`src/rtl/core_pkg.sv`:
```
// rtl/core_pkg.sv - shared types and constants for the branch unit
package core_pkg;

    localparam int XLEN_DEFAULT = 32;

    typedef enum logic {
        BU_IDLE    = 1'b0,
        BU_PENDING = 1'b1
    } bu_state_e;

    localparam logic [1:0] SNT = 2'd0;
    localparam logic [1:0] WNT = 2'd1;
    localparam logic [1:0] WT  = 2'd2;
    localparam logic [1:0] ST  = 2'd3;

    function automatic logic [1:0] ctr_next(input logic [1:0] ctr, input logic taken);
        if (taken) begin
            return (ctr == ST) ? ST : ctr + 2'd1;
        end
        return (ctr == SNT) ? SNT : ctr - 2'd1;
    endfunction

endpackage

```
`src/rtl/branch_unit_if.sv`:
```
// rtl/branch_unit_if.sv - EX-side branch handshake and fetch redirect bundle
interface branch_unit_if
    import core_pkg::*;
#(
    parameter int XLEN  = XLEN_DEFAULT,
    parameter int IMM_W = 16
);
    logic             ex_valid;
    logic             ex_ready;
    logic             ex_is_bne;
    logic             ex_zero;
    logic [XLEN-1:0]  ex_pc;
    logic [XLEN-1:0]  ex_pc_p4;
    logic [IMM_W-1:0] ex_imm;
    logic             ex_pred_taken;
    logic             redirect_valid;
    logic [XLEN-1:0]  redirect_pc;
    logic             redirect_ack;
    logic             flush;

    modport master (
        output ex_valid, ex_is_bne, ex_zero, ex_pc, ex_pc_p4, ex_imm, ex_pred_taken, redirect_ack,
        input  ex_ready, redirect_valid, redirect_pc, flush
    );

    modport slave (
        input  ex_valid, ex_is_bne, ex_zero, ex_pc, ex_pc_p4, ex_imm, ex_pred_taken, redirect_ack,
        output ex_ready, redirect_valid, redirect_pc, flush
    );

endinterface

```
`src/rtl/bht_2bit.sv`:
```
// rtl/bht_2bit.sv - array of 2-bit saturating counters, async read, one update port
module bht_2bit
    import core_pkg::*;
#(
    parameter int         DEPTH = 64,
    parameter logic [1:0] INIT  = WNT,
    parameter int         IDX_W = $clog2(DEPTH)
) (
    input  logic             clk,
    input  logic             rst,
    input  logic [IDX_W-1:0] rd_idx_i,
    output logic [1:0]       rd_ctr_o,
    input  logic             upd_en_i,
    input  logic [IDX_W-1:0] upd_idx_i,
    input  logic             upd_taken_i
);

    logic [1:0] ctr_q [DEPTH];

    always_ff @(posedge clk or posedge rst) begin
        if (rst) begin
            for (int i = 0; i < DEPTH; i++) begin
                ctr_q[i] <= INIT;
            end
        end else if (upd_en_i) begin
            ctr_q[upd_idx_i] <= ctr_next(ctr_q[upd_idx_i], upd_taken_i);
        end
    end

    // No bypass: a same-cycle lookup sees the counter before this update lands.
    assign rd_ctr_o = ctr_q[rd_idx_i];

endmodule

```
`src/rtl/branch_unit.sv`:
```
// rtl/branch_unit.sv - BEQ/BNE resolution, BHT prediction and mispredict redirect
// Optional statistics counters: BRANCH_UNIT_STATS_EN
module branch_unit
    import core_pkg::*;
#(
    parameter int         XLEN         = XLEN_DEFAULT,
    parameter int         IMM_W        = 16,
    parameter int         OFFSET_SHIFT = 2,
    parameter int         BHT_DEPTH    = 64,
    parameter logic [1:0] BHT_INIT     = WNT
) (
    input  logic            clk,
    input  logic            rst,
    input  logic [XLEN-1:0] fetch_pc,
    output logic            fetch_pred_taken,
    branch_unit_if.slave    bu
`ifdef BRANCH_UNIT_STATS_EN
    ,
    output logic [31:0]     stat_branches,
    output logic [31:0]     stat_mispredicts
`endif
);

    localparam int IDX_W = $clog2(BHT_DEPTH);

    bu_state_e       state_q, state_d;
    logic [XLEN-1:0] redirect_pc_q, redirect_pc_d;
    logic            flush_q, flush_d;

    logic [IDX_W-1:0] ex_idx, fetch_idx;
    logic [XLEN-1:0]  imm_sext, target, correct_pc;
    logic             taken, accept, mispredict;
    logic [1:0]       fetch_ctr;

    assign ex_idx    = bu.ex_pc[IDX_W+1:2];
    assign fetch_idx = fetch_pc[IDX_W+1:2];

    logic unused_pc_bits;
    assign unused_pc_bits = ^{fetch_pc[XLEN-1:IDX_W+2], fetch_pc[1:0],
                              bu.ex_pc[XLEN-1:IDX_W+2], bu.ex_pc[1:0]};

    assign imm_sext   = {{(XLEN-IMM_W){bu.ex_imm[IMM_W-1]}}, bu.ex_imm};
    assign target     = bu.ex_pc_p4 + (imm_sext << OFFSET_SHIFT);
    assign taken      = bu.ex_is_bne ? ~bu.ex_zero : bu.ex_zero;
    assign correct_pc = taken ? target : bu.ex_pc_p4;

    assign accept     = bu.ex_valid && (state_q == BU_IDLE);
    assign mispredict = accept && (taken != bu.ex_pred_taken);

    bht_2bit #(
        .DEPTH (BHT_DEPTH),
        .INIT  (BHT_INIT),
        .IDX_W (IDX_W)
    ) u_bht (
        .clk         (clk),
        .rst         (rst),
        .rd_idx_i    (fetch_idx),
        .rd_ctr_o    (fetch_ctr),
        .upd_en_i    (accept),
        .upd_idx_i   (ex_idx),
        .upd_taken_i (taken)
    );

    assign fetch_pred_taken = fetch_ctr[1];

    always_ff @(posedge clk or posedge rst) begin
        if (rst) begin
            state_q       <= BU_IDLE;
            redirect_pc_q <= '0;
            flush_q       <= 1'b0;
        end else begin
            state_q       <= state_d;
            redirect_pc_q <= redirect_pc_d;
            flush_q       <= flush_d;
        end
    end

    always_comb begin
        state_d       = state_q;
        redirect_pc_d = redirect_pc_q;
        flush_d       = 1'b0;
        case (state_q)
            BU_IDLE: begin
                if (mispredict) begin
                    state_d       = BU_PENDING;
                    redirect_pc_d = correct_pc;
                    flush_d       = 1'b1;
                end
            end
            BU_PENDING: begin
                if (bu.redirect_ack) begin
                    state_d = BU_IDLE;
                end
            end
            default: state_d = BU_IDLE;
        endcase
    end

    assign bu.ex_ready       = (state_q == BU_IDLE);
    assign bu.redirect_valid = (state_q == BU_PENDING);
    assign bu.redirect_pc    = redirect_pc_q;
    assign bu.flush          = flush_q;

`ifdef BRANCH_UNIT_STATS_EN
    logic [31:0] stat_branches_q, stat_mispredicts_q;

    always_ff @(posedge clk or posedge rst) begin
        if (rst) begin
            stat_branches_q    <= '0;
            stat_mispredicts_q <= '0;
        end else begin
            if (accept && (stat_branches_q != '1)) begin
                stat_branches_q <= stat_branches_q + 32'd1;
            end
            if (mispredict && (stat_mispredicts_q != '1)) begin
                stat_mispredicts_q <= stat_mispredicts_q + 32'd1;
            end
        end
    end

    assign stat_branches    = stat_branches_q;
    assign stat_mispredicts = stat_mispredicts_q;
`endif

endmodule

```
`src/flat_wrapper.sv`:
```
// flat-port wrapper written by rule: the top's interface ports become plain ports
module branch_unit_flat import core_pkg::*;
#(
    parameter int         XLEN         = XLEN_DEFAULT,
    parameter int         IMM_W        = 16,
    parameter int         OFFSET_SHIFT = 2,
    parameter int         BHT_DEPTH    = 64,
    parameter logic [1:0] BHT_INIT     = WNT
)
  (clk, rst, fetch_pc, fetch_pred_taken, bu_ex_valid, bu_ex_is_bne, bu_ex_zero, bu_ex_pc, bu_ex_pc_p4, bu_ex_imm, bu_ex_pred_taken, bu_redirect_ack, bu_ex_ready, bu_redirect_valid, bu_redirect_pc, bu_flush);
  branch_unit_if #(.XLEN(XLEN), .IMM_W(IMM_W)) bu_i ();
  input  logic clk;
  input  logic rst;
  input  logic [XLEN-1:0] fetch_pc;
  output logic fetch_pred_taken;
  input wire logic [$bits(bu_i.ex_valid)-1:0] bu_ex_valid;
  input wire logic [$bits(bu_i.ex_is_bne)-1:0] bu_ex_is_bne;
  input wire logic [$bits(bu_i.ex_zero)-1:0] bu_ex_zero;
  input wire logic [$bits(bu_i.ex_pc)-1:0] bu_ex_pc;
  input wire logic [$bits(bu_i.ex_pc_p4)-1:0] bu_ex_pc_p4;
  input wire logic [$bits(bu_i.ex_imm)-1:0] bu_ex_imm;
  input wire logic [$bits(bu_i.ex_pred_taken)-1:0] bu_ex_pred_taken;
  input wire logic [$bits(bu_i.redirect_ack)-1:0] bu_redirect_ack;
  output wire logic [$bits(bu_i.ex_ready)-1:0] bu_ex_ready;
  output wire logic [$bits(bu_i.redirect_valid)-1:0] bu_redirect_valid;
  output wire logic [$bits(bu_i.redirect_pc)-1:0] bu_redirect_pc;
  output wire logic [$bits(bu_i.flush)-1:0] bu_flush;
  assign bu_i.ex_valid = bu_ex_valid;
  assign bu_i.ex_is_bne = bu_ex_is_bne;
  assign bu_i.ex_zero = bu_ex_zero;
  assign bu_i.ex_pc = bu_ex_pc;
  assign bu_i.ex_pc_p4 = bu_ex_pc_p4;
  assign bu_i.ex_imm = bu_ex_imm;
  assign bu_i.ex_pred_taken = bu_ex_pred_taken;
  assign bu_i.redirect_ack = bu_redirect_ack;
  assign bu_ex_ready = bu_i.ex_ready;
  assign bu_redirect_valid = bu_i.redirect_valid;
  assign bu_redirect_pc = bu_i.redirect_pc;
  assign bu_flush = bu_i.flush;
  branch_unit #(.XLEN(XLEN), .IMM_W(IMM_W), .OFFSET_SHIFT(OFFSET_SHIFT), .BHT_DEPTH(BHT_DEPTH), .BHT_INIT(BHT_INIT)) u_core (.clk(clk), .rst(rst), .fetch_pc(fetch_pc), .fetch_pred_taken(fetch_pred_taken), .bu(bu_i));
endmodule
```
`config.mk`:
```
export PLATFORM = sky130hd
export DESIGN_NAME = branch_unit_flat
export DESIGN_NICKNAME = d
export VERILOG_FILES = /design/src/rtl/core_pkg.sv /design/src/rtl/branch_unit_if.sv /design/src/rtl/bht_2bit.sv /design/src/rtl/branch_unit.sv /design/src/flat_wrapper.sv
export SDC_FILE = /design/constraint.sdc
export NUM_CORES = 1
export LEC_CHECK = 0
export CORE_ASPECT_RATIO = 1.2
export CORE_MARGIN = 8
export CORE_UTILIZATION = 55
export CTS_BUF_LIST = sky130_fd_sc_hd__clkbuf_2
export CTS_CLUSTER_DIAMETER = 200
export DETAILED_ROUTE_END_ITERATION = 10
export HOLD_SLACK_MARGIN = 0.05
export PLACE_DENSITY = 0.86
export SLEW_MARGIN = 0
export SYNTH_ARGS = -nofsm -noshare
export SYNTH_HDL_FRONTEND = slang
export SYNTH_SLANG_ARGS = --single-unit
```
`constraint.sdc`:
```
create_clock -name clk -period 6.3 [get_ports clk]
set_input_delay 0.945 -clock clk [delete_from_list [all_inputs] [get_ports clk]]
set_output_delay 0.945 -clock clk [all_outputs]
set_load 0.01 [all_outputs]
```
==> parameters.txt <==
Parameter                              Value

Outcome
  Status    completed

STA
  Final setup violation count    0
  Final Max Slew Viols    0
  Max frequency    about 0.2 GHz
  Share of the clock period used by the worst path    about 79%
  Sum Neg Setup Slack    0 ns
  Min Clock Period, post-route    ~5.0 ns
  Unrepaired setup endpoints after global routing    false
  Worst clock skew    a little over 0.04 ns
  Normalized max-slew margin    between 20 and 25%
  Worst slew pin tran    approximately 1.1 ns
  Setup ws final    1.342 ns
  Endpoints failing hold    0
  Minimum hold slack    between 0.5 and 0.6 ns

Clock tree
  Maximum clock path buffer count    2
  Total number of H-tree levels    4
  Root Buffer    sky130_fd_sc_hd__clkbuf_2
  Clock transition at the registers of the reported paths    0.21 ns
  Clk Latency, worst-skew pair    ~0.75 ns
  Cts bufs inserted    17
  Setup fix buffers added after clock tree synthesis    0
  Resize count post-CTS    0
  Count of hold buffers inserted by post-cts repair    0
  Clk sinks    162
  CTS tree    built

GRT
  Global-route usage over all layers    between 20% and 30%
  Wire length of the first global-routing pass    40,940 um
  Leftover overflow at the end of global routing    0
  Met1 Resource Use GR    between 20% and 30%
  Met2 track demand over resource in global routing    38.15%
  Layer with the highest usage after global routing    met2
  Pin count of the biggest net entering global routing    100
  Number of global-route vias before repair    7,891
  Antenna violations before repair    1
  Met3 GRT Util    under 10%

Layout
  Most frequent standard cell in the layout excluding fill and tap cells    sky130_fd_sc_hd__mux2_2
  NumNets Final    ~1.1k
  Most frequent cells in the layout    sky130_fd_sc_hd__mux2_2 (136), sky130_fd_sc_hd__clkdlybuf4s50_1 (101), sky130_fd_sc_hd__dfrtp_1 (98)
  Layout overhead on the synthesized area    13.53%
  Fraction of layout instances using a drive strength above 1    between 20% and 30%
  Final cell area excluding filler cells    11,160 um2
  Share of the core filled with cells    63.74%

Synthesis
  Ys flop type    sky130_fd_sc_hd__dfrtp_1
  Netlist cell types    slightly above 60
  Count of flip-flops with a built-in enable after synthesis    0
  Warning count from the yosys run    0
  Share of synthesized area occupied by flip-flops and latches    42.06%
  Post-synthesis instance total    between 800 and 900
  Post-Syn Area per Cell    around 11 um2
  Register bit total from synthesis    between 150 and 200
  Post-synthesis async set-or-reset flop share    100.0%
  Cell area after synthesis    roughly 9800 um2
  Synthesized net count    just over 1k

Pwr
  Static Leak    4.809 nW
  Worst vdd rail ir drop    161.1 uV
  Power density over the cells    between 200 and 250 nW/um2

Floorplanning
  Starting Density    between 50% and 60%
  Core area    17,510 um2
  Horizontal die dimension    138.0 um
  Boundary pin count    155
  Die Footprint    22,420 um2
  Die height    between 150 and 200 um
  Rows    53

Detailed routing
  Routed len/inst    between 20 and 25 um
  Via count    7,584
  Average vias per placed instance    approximately 6.3
  DR iter-0 viols    540
  Routed WL    about 25,000 um
  Post-detailed-route DRC marker count    0
  Detail Route Antenna Nets    0
  Number of iterations in the first detailed-routing pass    7

Setup path
  Cell family contributing the most delay on the critical path    buffers and inverters
  Max incr delay on CP    around 1.1 ns
  Reg2reg setup slack    roughly 3.2 ns
  Critical path buffers and inverters    2
  Cell with the largest stage delay on the worst path    sky130_fd_sc_hd__clkdlybuf4s50_1
  Critical Path AT    between 4 and 5 ns
  Max FO, Critical Path    16
  Kind of end point of the critical path    output port
  Start-to-end type of the worst setup path    in -> out
  Crit path top cell by count    sky130_fd_sc_hd__mux4_2
  Kind of start point of the critical path    input port
  Required time of the critical path    between 5 and 6 ns
  Critical path, cell by cell    clkdlybuf4s50_1 -> mux4_2 -> mux4_2 -> mux4_2 -> clkdlybuf4s50_1

Placed design
  I/O Buffers    102
  Global placer's final weighted congestion    between 0.9 and 1
  Detailed placement HPWL    roughly 18,000 um
  Worst setup timing slack at the placement stage    ~1.4 ns
  Area after detailed placement    between 10,000 and 15,000 um2

Job
  Max_cap viols    0

Min path
  Type of the worst min-delay path    reg -> reg
stage by stage:
stage / cells / total power [W]
global route: 1211 / 0.002870
floorplan: 888 / 0.001844
finish: 1211 / 0.002717
global placement: 1178 / 0.002169
CTS: 1210 / 0.002738
detailed placement: 1178 / 0.002197
sequential cells by signal (all words and copies together), names as in the netlist:
signal	flops
u_core.u_bht.ctr_q	128
u_core.bu.redirect_valid	1
u_core.bu.redirect_pc	32
u_core.bu.flush	1
final timing paths:
kind                                                  startpoint  cells after the start                                    end
setup / recovery                                     fetch_pc[3]                      5                       fetch_pred_taken
hold / removal             u_core.bu.redirect_pc[15]$_DFFE_PP0P_                      2  u_core.bu.redirect_pc[15]$_DFFE_PP0P_
setup reg to reg              u_core.u_bht.ctr_q[92]$_DFFE_PP1P_                     10     u_core.u_bht.ctr_q[76]$_DFFE_PP1P_
hold reg to reg            u_core.bu.redirect_pc[15]$_DFFE_PP0P_                      2  u_core.bu.redirect_pc[15]$_DFFE_PP0P_
max in group asynchronous                                    rst                      3     u_core.u_bht.ctr_q[45]$_DFFE_PP0P_
min in group asynchronous                                    rst                      2  u_core.bu.redirect_pc[11]$_DFFE_PP0P_
tightest hold or removal path: stages, from the launching register on:
cell	delay, ns
sky130_fd_sc_hd__dfrtp_1	0.39
sky130_fd_sc_hd__nand2_1	0.05
sky130_fd_sc_hd__o21ai_0	0.06
power breakdown:
| group | total [W] | internal, W | leakage, nW | switching, W |
|---|---|---|---|---|
| combinational | 0.000841 | 0.000423 | 2.72 | 0.000418 |
| sequential | 0.00134 | 0.00124 | 1.96 | 0.0000937 |
| clock | 0.000539 | 0.000177 | 0.132 | 0.000362 |
logic make-up (layout without fill, tap and decap cells):
logic type                 Yosys count  in the layout  share of synthesized area, %
and+or+nand+nor                    254            254                         11.50
muxes                              191            191                         25.67
AOI/OAI and AO/OA                  164            164                         10.78
DFF                                162            162                         42.06
buffers and inverters               59            161                         3.577
adders and majority gates           31             31                         4.010
xor gates and xnor gates            27             27                         2.406
other                                0              1                             0
synthesized netlist by cell type (2+ instances only):
library cell / number / area [um2]
sky130_fd_sc_hd__a211oi_1: 4 / 30.03
sky130_fd_sc_hd__mux2_1: 2 / 22.52
sky130_fd_sc_hd__a21o_1: 17 / 127.6
sky130_fd_sc_hd__a221o_1: 3 / 30.03
sky130_fd_sc_hd__nor3_1: 6 / 30.03
sky130_fd_sc_hd__clkbuf_1: 21 / 78.83
sky130_fd_sc_hd__nor3b_1: 4 / 30.03
sky130_fd_sc_hd__or3_1: 3 / 18.77
sky130_fd_sc_hd__buf_6: 16 / 180.2
sky130_fd_sc_hd__xnor2_1: 14 / 122.6
sky130_fd_sc_hd__a221oi_2: 2 / 30.03
sky130_fd_sc_hd__dfrtp_1: 98 / 2452
sky130_fd_sc_hd__or4_1: 3 / 22.52
sky130_fd_sc_hd__o21bai_1: 3 / 22.52
sky130_fd_sc_hd__nand2b_1: 2 / 12.51
sky130_fd_sc_hd__buf_2: 5 / 25.02
sky130_fd_sc_hd__and2_1: 4 / 25.02
sky130_fd_sc_hd__nor2b_1: 8 / 50.05
sky130_fd_sc_hd__nor2_1: 85 / 319.1
sky130_fd_sc_hd__and3b_1: 2 / 17.52
sky130_fd_sc_hd__buf_1: 5 / 18.77
sky130_fd_sc_hd__nand3_1: 20 / 100.1
sky130_fd_sc_hd__dfstp_2: 64 / 1682
sky130_fd_sc_hd__a31oi_1: 12 / 75.07
sky130_fd_sc_hd__and3_1: 9 / 56.30
sky130_fd_sc_hd__mux4_2: 35 / 788.3
sky130_fd_sc_hd__xor2_1: 13 / 113.9
sky130_fd_sc_hd__nand3b_1: 3 / 22.52
sky130_fd_sc_hd__or2_2: 2 / 12.51
sky130_fd_sc_hd__a21oi_1: 56 / 280.3
sky130_fd_sc_hd__a22oi_1: 6 / 45.04
sky130_fd_sc_hd__nand4_1: 4 / 25.02
sky130_fd_sc_hd__nand2_1: 95 / 356.6
sky130_fd_sc_hd__mux2_2: 136 / 1531
sky130_fd_sc_hd__a221oi_1: 6 / 52.55
sky130_fd_sc_hd__ha_1: 29 / 362.9
sky130_fd_sc_hd__mux2i_1: 18 / 180.2
sky130_fd_sc_hd__o21ai_1: 3 / 15.01
sky130_fd_sc_hd__o22ai_1: 9 / 56.30
sky130_fd_sc_hd__inv_1: 10 / 37.54
sky130_fd_sc_hd__o21ai_0: 28 / 140.1
sky130_fd_sc_hd__o211ai_1: 4 / 30.03
final cells by class:
class                           instances  area [um2]
Fill cell                            1375        6349
Multi-Input combinational cell        667        5350
Sequential cell                       162        4134
Timing Repair Buffer                  118        1136
Tap cell                              220       275.3
Clock inverter                         13       118.9
Clock buffer                           19       95.09
Inverter                               11       46.29
Antenna cell                            1       2.502
metal layers:
layer	part of all wire [%]	vias to the layer above
met5	0	-
met2	50	337
met1	39	3751
li1	-	3443
met3	8.4	53
met4	2.7	0
(Power assumes the default switching activity.)
